<file path="src/rtl/writeline_avalon_burst.sv">
// ---------------------------------------------------------------------------
// writeline_avalon_burst
//
// Consumes one 128-bit cache-line write from the writeline link stage and
// emits it as a 4-beat Avalon-MM write burst of 32-bit words. Only one line
// is in flight at a time. After each line, writeline_do is ignored for
// HOLDOFF idle cycles so the link's one-cycle-late reaction to done cannot
// start a second, unintended burst.
//
// Ports:
//   clk                clock
//   rst                synchronous reset, active-high
//   writeline_do       line write request, held high by the link until done
//   writeline_done     one-cycle pulse once the last beat has been accepted
//   writeline_address  line byte address (bits [3:0] ignored)
//   writeline_line     line data, word k = bits [32k+31:32k]
//   busy               high from the accept cycle to the done pulse inclusive
//   avm_address        Avalon word address (byte address [31:2])
//   avm_write          Avalon write strobe
//   avm_writedata      current beat data
//   avm_byteenable     constant 4'hF
//   avm_burstcount     constant 3'd4
//   avm_waitrequest    Avalon slave stall
// ---------------------------------------------------------------------------
module writeline_avalon_burst #(
   parameter int HOLDOFF = 1
) (
   input  logic         clk,
   input  logic         rst,
   input  logic         writeline_do,
   output logic         writeline_done,
   input  logic [31:0]  writeline_address,
   input  logic [127:0] writeline_line,
   output logic         busy,
   output logic [29:0]  avm_address,
   output logic         avm_write,
   output logic [31:0]  avm_writedata,
   output logic [3:0]   avm_byteenable,
   output logic [2:0]   avm_burstcount,
   input  logic         avm_waitrequest
);

   localparam int HoldWidth = (HOLDOFF < 1) ? 1 : $clog2(HOLDOFF + 1);

   typedef enum logic [1:0] {
      IDLE,
      BURST,
      DONE
   } stateT;

   stateT                 state;
   stateT                 nextState;
   logic [1:0]            beat;
   logic [1:0]            nextBeat;
   logic [HoldWidth-1:0]  holdoffCount;
   logic [127:0]          lineReg;
   logic                  acceptReq;
   logic                  beatDone;
   logic                  lastBeat;
   logic [3:0]            unusedAddrBits;

   // The line is always 16-byte aligned, so the low address nibble carries
   // no information and is deliberately dropped.
   assign unusedAddrBits = writeline_address[3:0];

   // Every burst is a full line of four whole words.
   assign avm_byteenable = 4'hF;
   assign avm_burstcount = 3'd4;

   // A request is only taken in IDLE once the holdoff window has expired.
   // A beat is accepted by the slave when we strobe write and it does not
   // stall; the burst ends on the acceptance of the fourth beat.
   assign acceptReq = (state == IDLE) && (holdoffCount == '0) && writeline_do;
   assign beatDone  = (state == BURST) && avm_write && !avm_waitrequest;
   assign lastBeat  = beatDone && (beat == 2'd3);
   assign nextBeat  = beat + 2'd1;

   // State register: reset always returns to IDLE, abandoning any partial
   // burst since the slave is reset alongside us.
   always_ff @(posedge clk) begin
      if (rst) begin
         state <= IDLE;
      end else begin
         state <= nextState;
      end
   end

   // Next-state logic: IDLE waits for an accepted request, BURST runs until
   // the fourth beat is taken, DONE lasts exactly one cycle for the pulse.
   always_comb begin
      nextState = state;
      case (state)
         IDLE:    if (acceptReq) nextState = BURST;
         BURST:   if (lastBeat)  nextState = DONE;
         DONE:    nextState = IDLE;
         default: nextState = IDLE;
      endcase
   end

   // Datapath and registered outputs. The request is captured once at
   // accept; the address stays at the burst base for all beats, and the
   // write data only advances when the slave has taken the current beat so
   // everything holds steady under back-pressure.
   always_ff @(posedge clk) begin
      if (rst) begin
         writeline_done <= 1'b0;
         busy           <= 1'b0;
         avm_write      <= 1'b0;
         avm_address    <= '0;
         avm_writedata  <= '0;
         beat           <= '0;
         holdoffCount   <= '0;
         lineReg        <= '0;
      end else begin
         case (state)
            IDLE: begin
               writeline_done <= 1'b0;
               if (holdoffCount != '0) begin
                  holdoffCount <= holdoffCount - 1'b1;
               end else if (writeline_do) begin
                  lineReg       <= writeline_line;
                  avm_address   <= {writeline_address[31:4], 2'b00};
                  avm_writedata <= writeline_line[31:0];
                  beat          <= 2'd0;
                  avm_write     <= 1'b1;
                  busy          <= 1'b1;
               end
            end
            BURST: begin
               if (beatDone) begin
                  if (beat == 2'd3) begin
                     avm_write      <= 1'b0;
                     writeline_done <= 1'b1;
                     holdoffCount   <= HoldWidth'(HOLDOFF);
                  end else begin
                     beat          <= nextBeat;
                     avm_writedata <= lineReg[32*nextBeat +: 32];
                  end
               end
            end
            DONE: begin
               writeline_done <= 1'b0;
               busy           <= 1'b0;
            end
            default: begin
               writeline_done <= 1'b0;
               busy           <= 1'b0;
               avm_write      <= 1'b0;
            end
         endcase
      end
   end

endmodule

</file>
<file path="config.mk">
export PLATFORM = sky130hd
export DESIGN_NAME = writeline_avalon_burst
export DESIGN_NICKNAME = d
export VERILOG_FILES = /design/src/rtl/writeline_avalon_burst.sv
export SDC_FILE = /design/constraint.sdc
export NUM_CORES = 1
export LEC_CHECK = 0
export ABC_AREA = 1
export BUFFER_PORTS_ARGS = -buffer_cell sky130_fd_sc_hd__buf_2
export CORE_MARGIN = 5
export CORE_UTILIZATION = 53
export DETAILED_ROUTE_END_ITERATION = 7
export PLACE_DENSITY_LB_ADDON = 0.2
export SLEW_MARGIN = 10
export SYNTH_ARGS = -nofsm -noshare
export SYNTH_HDL_FRONTEND = slang
export SYNTH_SLANG_ARGS = --single-unit
</file>
<file path="constraint.sdc">
create_clock -name clk -period 1.89 [get_ports clk]
set_clock_uncertainty 0.15 [all_clocks]
set_input_delay 0.189 -clock clk [delete_from_list [all_inputs] [get_ports clk]]
set_output_delay 0.189 -clock clk [all_outputs]
set_load 0.01 [all_outputs]
</file>
==> results of run 1 <==
-- state kept, by name (all words and copies together), names as in the netlist --
name and flops:
busy 1, lineReg 128, writeline_done 1, holdoffCount 1, state 2, avm_write 1, avm_writedata 32, avm_address 28
beat 2
-- Yosys cell counts (5+ instances only) --
library cell    n
inv_1         170
o21ai_0       126
nand2_1       236
clkbuf_1       36
nand4_1        33
a21oi_1       162
buf_2          46
buf_4          10
nand3_1        68
dfxtp_1       196
o21ai_1        32
buf_1           5
nor2_1        128
-- power groups by stage --
| stage | clock network [W] | logic, W | registers [W] |
|---|---|---|---|
| CTS | 0.00362 | 0.00280 | 0.00470 |
| global placement | 0 | 0.00247 | 0.00478 |
| detailed placement | 0 | 0.00251 | 0.00479 |
| finish | 0.00357 | 0.00291 | 0.00470 |
| floorplan | 0 | 0.00162 | 0.00485 |
| global route | 0.00378 | 0.00322 | 0.00475 |
-- kinds of logic (layout without fill, tap and decap cells) --
kind of cell	after synthesis	in the layout	synth area share [%]
AOI/OAI and AO/OA	321	321	18.4
adders and majority gates	1	1	0.143
buffers and inverters	273	612	13.2
DFF	196	196	45.0
other	2	10	0.0861
and+or+nand+nor	475	477	23.2
-- worst reg2reg max path: stages, from the launching register on --
cell and delay, ns:
dfxtp_1 0.37, nor2_4 0.20, nand3_4 0.17, buf_6 0.19, a21oi_1 0.13, dlygate4sd3_1 0.55
-- layout make-up --
| type | count | area (um2) | area share [%] |
|---|---|---|---|
| multi-input combinational | 808 | 3700 | 30.4 |
| sequential | 196 | 3930 | 32.2 |
| clock buffer | 19 | 443 | 3.63 |
| antenna | 1 | 2.50 | 0.0205 |
| timing repair buffer | 410 | 3070 | 25.1 |
| inverter | 171 | 644 | 5.29 |
| clock inverter | 12 | 130 | 1.07 |
| tap | 220 | 275 | 2.26 |
-- per-stage QoR --
stage | total power (W) | utilization, % | hold WS, ns | setup slack (ns)
2_1_floorplan | 0.00647 | - | 0.108 | 0.294
3_3_place_gp | 0.00725 | 60.9 | 0.271 | 0.0570
3_5_place_dp | 0.00730 | 60.9 | 0.283 | -0.0291
4_1_cts | 0.0111 | 74.3 | 0.0971 | 0.0289
5_1_grt | 0.0117 | 74.5 | 0.180 | 0.00183
6_report | 0.0112 | 74.6 | 0.112 | 0.0815
-- layer usage --
layer / track usage, % / vias to the layer above / routed length, um
li1: - / 4700 / -
met1: 39.0 / 4305 / 12400
met2: 45.9 / 439 / 13200
met3: 4.97 / 63 / 2180
met4: 9.72 / 0 / 687
met5: 0 / - / 0
-- path summary, 6_finish.rpt --
path                            slack [ns]    startpoint  cells after the start           end
worst min register to register        0.30  lineReg[100]                      2  lineReg[100]
worst min-delay path                  0.11  writeline_do                      5     avm_write
worst max-delay path                  0.08      state[0]                      5          busy
worst max register to register        0.08      state[0]                      5          busy
-- what timing repair did --
item,CTS,global route
resized for setup,1,3
endpoints found under the setup margin,20,15
hold endpoints to repair,191,0
hold buffers,159,0
pin swaps,0,2
gates cloned,1,1
buffers inserted,0,2
==> impl_metrics.env, run 1 <==
export IMPL_switching_power_w=0.00348
export IMPL_ys_warn_count=0
export IMPL_synth_top_area_share_pct=45.0
export IMPL_place_hpwl_mm=16.3
export IMPL_ys_types=24
export IMPL_fmax_mhz=553
export IMPL_drv_slew=0
export IMPL_pin_count=236
export IMPL_htree_num_levels=4
export IMPL_drc=0
export IMPL_grt_overflow=0
export IMPL_fp_dieW_um=138
export IMPL_ys_async_sr_fraction_pct=0
export IMPL_leakage_nw=5.74
export IMPL_rsz0062_at_grt="false"
export IMPL_cp_required_ns=2.10
export IMPL_min_path_type="input pin to flop"
export IMPL_hold_viol_final=0
export IMPL_start_util_pct=53.4
export IMPL_die_h_um=138
export IMPL_irDropWorstVdd_mv=0.735
export IMPL_path_max_fanout=14
export IMPL_nFillCells=1215
export IMPL_avgViaCountPerCell=5.18
export IMPL_fp_coreArea_um2=16300
export IMPL_clkPwrFrac_pct=31.9
export IMPL_root_buffer="clkbuf_16"
export IMPL_worst_setup_path_start_kind="flop"
export IMPL_clock_path_buffers=2
export IMPL_setup_viol=0
export IMPL_yosys_top_cells_area="dfxtp_1, nand2_1, a21oi_1"
export IMPL_dieArea_um2=19100
export IMPL_min_period_ns=1.81
export IMPL_maxCapViolCount=0
export IMPL_routedWlPerCell_um=15.5
export IMPL_pwr_share_seq_pct=42.1
export IMPL_path_class="flop to flop"
export IMPL_grt_max_degree=96
export IMPL_slew_headroom_pct=64.9
export IMPL_finalSetupTns_ns=0
export IMPL_place_gp_congestion=0.864
export IMPL_port_buffers=222
export IMPL_cts_tree="done"
export IMPL_cts_buffers=17
export IMPL_arrival_ns=2.02
export IMPL_antenna_left=0
export IMPL_crit_buf_inv=2
export IMPL_grt_usage_pct=28.5
export IMPL_p_sw_share_pct=31.2
export IMPL_internal_power_w=0.00770
export IMPL_yosys_most_used_dff="dfxtp_1"
export IMPL_slowest_stage="dlygate4sd3_1"
export IMPL_grt_pass1_wl_mm=45.3
export IMPL_synth_seq_area_share_pct=45.0
export IMPL_power_density_nw_per_um2=918
export IMPL_timing_final_crit_share_pct=95.7
export IMPL_endpoint_kind="flop"
export IMPL_vias=9507
export IMPL_drt_pass1_iter_count=5
export IMPL_outcome="completed"
export IMPL_crit_family="buffers and inverters"
export IMPL_synth_avg_cell_area_um2=6.88
export IMPL_synth_edf_count=0
export IMPL_drive_gt1_share_pct=18.4
export IMPL_clock_sinks=196
export IMPL_drtIter0Drc=872
export IMPL_layout_cells_most_common="nand2_1"
export IMPL_stdcell_count=1837
export IMPL_place_inst=1642
export IMPL_synthCells=1268
export IMPL_cts_reportedPaths_clkPinSlew_ns=0.07
export IMPL_comb_power_share_pct=26.0
export IMPL_final_cell_mix="nand2_1, buf_2, dfxtp_1, inv_1, a21oi_1"
export IMPL_wl_mm=28.5
export IMPL_max_stage_delay_ns=0.55
export IMPL_clock_latency_ns=0.43
export IMPL_antenna_found_initial=0
export IMPL_fin_area_um2=12200
export IMPL_grt_pass1_vias=8965
export IMPL_yosysTopAreaCell="dfxtp_1"
export IMPL_ys_seq_elements=196
export IMPL_synthesis_area_um2=8720
export IMPL_fin_nets=1769
export IMPL_dpl_cell_area_um2=9960
export IMPL_synthToLayoutAreaGrowth_pct=39.8
export IMPL_num_rows=47
export IMPL_worstMarginPinSlew_ns=0.526
export IMPL_path_cells="nor2_4, nand3_4, buf_6, a21oi_1, dlygate4sd3_1"
Power figures use the tool's default switching activity.
==> run 2, diff against run 1 <==
- CORE_MARGIN: 5 -> 2
==> impl_metrics.env, run 2 (synthesis results as in run 1) <==
export IMPL_largest_reg_flops=128
export IMPL_irDropWorstVdd_mv=0.760
export IMPL_dieArea_um2=17500
export IMPL_cts_reportedPaths_clkPinSlew_ns=0.07
export IMPL_path_cells="ha_2, inv_1, buf_4, nand3_1, a21oi_1, nor2_1, nor2_1"
export IMPL_clock_sinks=196
export IMPL_slew_headroom_pct=66.3
export IMPL_drtIter0Drc=839
export IMPL_drc=0
export IMPL_endpoint_kind="flop"
export IMPL_place_gp_congestion=0.894
export IMPL_start_util_pct=54.5
export IMPL_path_common_cell="nor2_1"
export IMPL_maxCapViolCount=0
export IMPL_htree_num_levels=4
export IMPL_outcome="completed"
export IMPL_fmax_mhz=558
export IMPL_pin_count=236
export IMPL_cts_tree="done"
export IMPL_worstMarginPinSlew_ns=0.505
export IMPL_grt_overflow=0
export IMPL_drive_gt1_share_pct=18.7
export IMPL_fp_dieW_um=132
export IMPL_grt_pass1_vias=9026
export IMPL_num_rows=46
export IMPL_cts_buffers=17
export IMPL_die_h_um=132
export IMPL_min_path_cells=2
export IMPL_top_register="lineReg"
export IMPL_fp_coreArea_um2=16000
export IMPL_antenna_left=0
export IMPL_drt_pass1_iter_count=6
export IMPL_slowest_stage="dfxtp_2"
export IMPL_avgViaCountPerCell=5.17
export IMPL_postCtsSetupBuffers=0
export IMPL_crit_buf_inv=2
export IMPL_r2r_cells=7
export IMPL_reg_top3="lineReg x128, avm_writedata x32, avm_address x28"
export IMPL_fin_nets=1774
export IMPL_place_inst=1646
export IMPL_diodes=0
export IMPL_antenna_found_initial=0
export IMPL_drv_slew=0
export IMPL_routedWlPerCell_um=15.2
export IMPL_setup_viol=0
export IMPL_final_cell_mix="nand2_1, buf_2, dfxtp_1, inv_1, a21oi_1"
export IMPL_place_hpwl_mm=15.8
export IMPL_max_stage_delay_ns=0.39
export IMPL_clock_path_buffers=2
export IMPL_finalSetupTns_ns=0
export IMPL_cp_depth=7
export IMPL_clock_latency_ns=0.43
export IMPL_min_period_ns=1.79
export IMPL_wl_mm=27.9
export IMPL_arrival_ns=2.02
export IMPL_worst_setup_path_start_kind="flop"
export IMPL_min_path_type="flop to flop"
export IMPL_grt_usage_pct=31.5
export IMPL_synthToLayoutAreaGrowth_pct=40.7
export IMPL_path_class="flop to flop"
export IMPL_port_buffers=222
export IMPL_stdcell_count=1838
export IMPL_timing_final_crit_share_pct=94.9
export IMPL_path_max_fanout=11
export IMPL_crit_family="flip-flops"
export IMPL_hold_viol_final=0
export IMPL_grt_max_degree=67
export IMPL_cp_required_ns=2.12
export IMPL_root_buffer="clkbuf_16"
export IMPL_layout_cells_most_common="nand2_1"
export IMPL_grt_pass1_wl_mm=44.7
export IMPL_power_density_nw_per_um2=904
export IMPL_rsz0062_at_grt="false"
export IMPL_leakage_nw=5.76
export IMPL_vias=9509
run 2: final timing paths:
path,from,endpoint,slack (ns)
min,lineReg[100],lineReg[100],0.30
min reg2reg,lineReg[100],lineReg[100],0.30
max reg2reg,beat[0],avm_writedata[0],0.1
max,beat[0],avm_writedata[0],0.1
run 2: worst min-delay path: cells and delay by family (launching register included):
family                 cells  cell delay, ns
AO/OA/AOI/OAI              1            0.05
buffers and inverters      1            0.06
flip-flops                 1            0.30
run 2: layout make-up:
cell class,count,area [um2]
timing repair buffer,417,3190
clock inverter,10,75.1
tap,216,270
sequential,196,3930
multi-input combinational,806,3680
clock buffer,22,484
inverter,171,644
fill,1172,3730
run 2: metal layers:
metal / vias to the layer above / routed length, um / GRT usage [%]
met3: 61 / 2010 / 5.50
met2: 441 / 13100 / 51.4
met5: - / 0 / 0
met4: 0 / 775 / 12.4
li1: 4698 / - / -
met1: 4309 / 12000 / 41.6
run 2: stage by stage:
stage,hold slack [ns],utilization [%],total power (W),cell area (um2),setup slack [ns]
floorplan,0.108,-,0.00647,8750,0.294
global placement,0.272,63.0,0.00729,10100,0.183
detailed placement,0.280,63.0,0.00735,10100,0.130
CTS,0.302,76.5,0.0110,12200,0.101
global route,0.317,76.7,0.0116,12300,0.0158
finish,0.299,76.7,0.0111,12300,0.0971
run 2: where the power goes:
group | internal, W | switching (W) | leakage, nW
logic | 0.00121 | 0.00174 | 3.88
clock network | 0.00183 | 0.00161 | 0.265
registers | 0.00455 | 0.000156 | 1.62
total | 0.00759 | 0.00351 | 5.76
run 2: repair_timing:
item / in CTS / in global routing
setup endpoints to repair: 0 / 5
resized for setup: 0 / 2
hold endpoints to repair: 191 / 0
hold buffers: 159 / 0
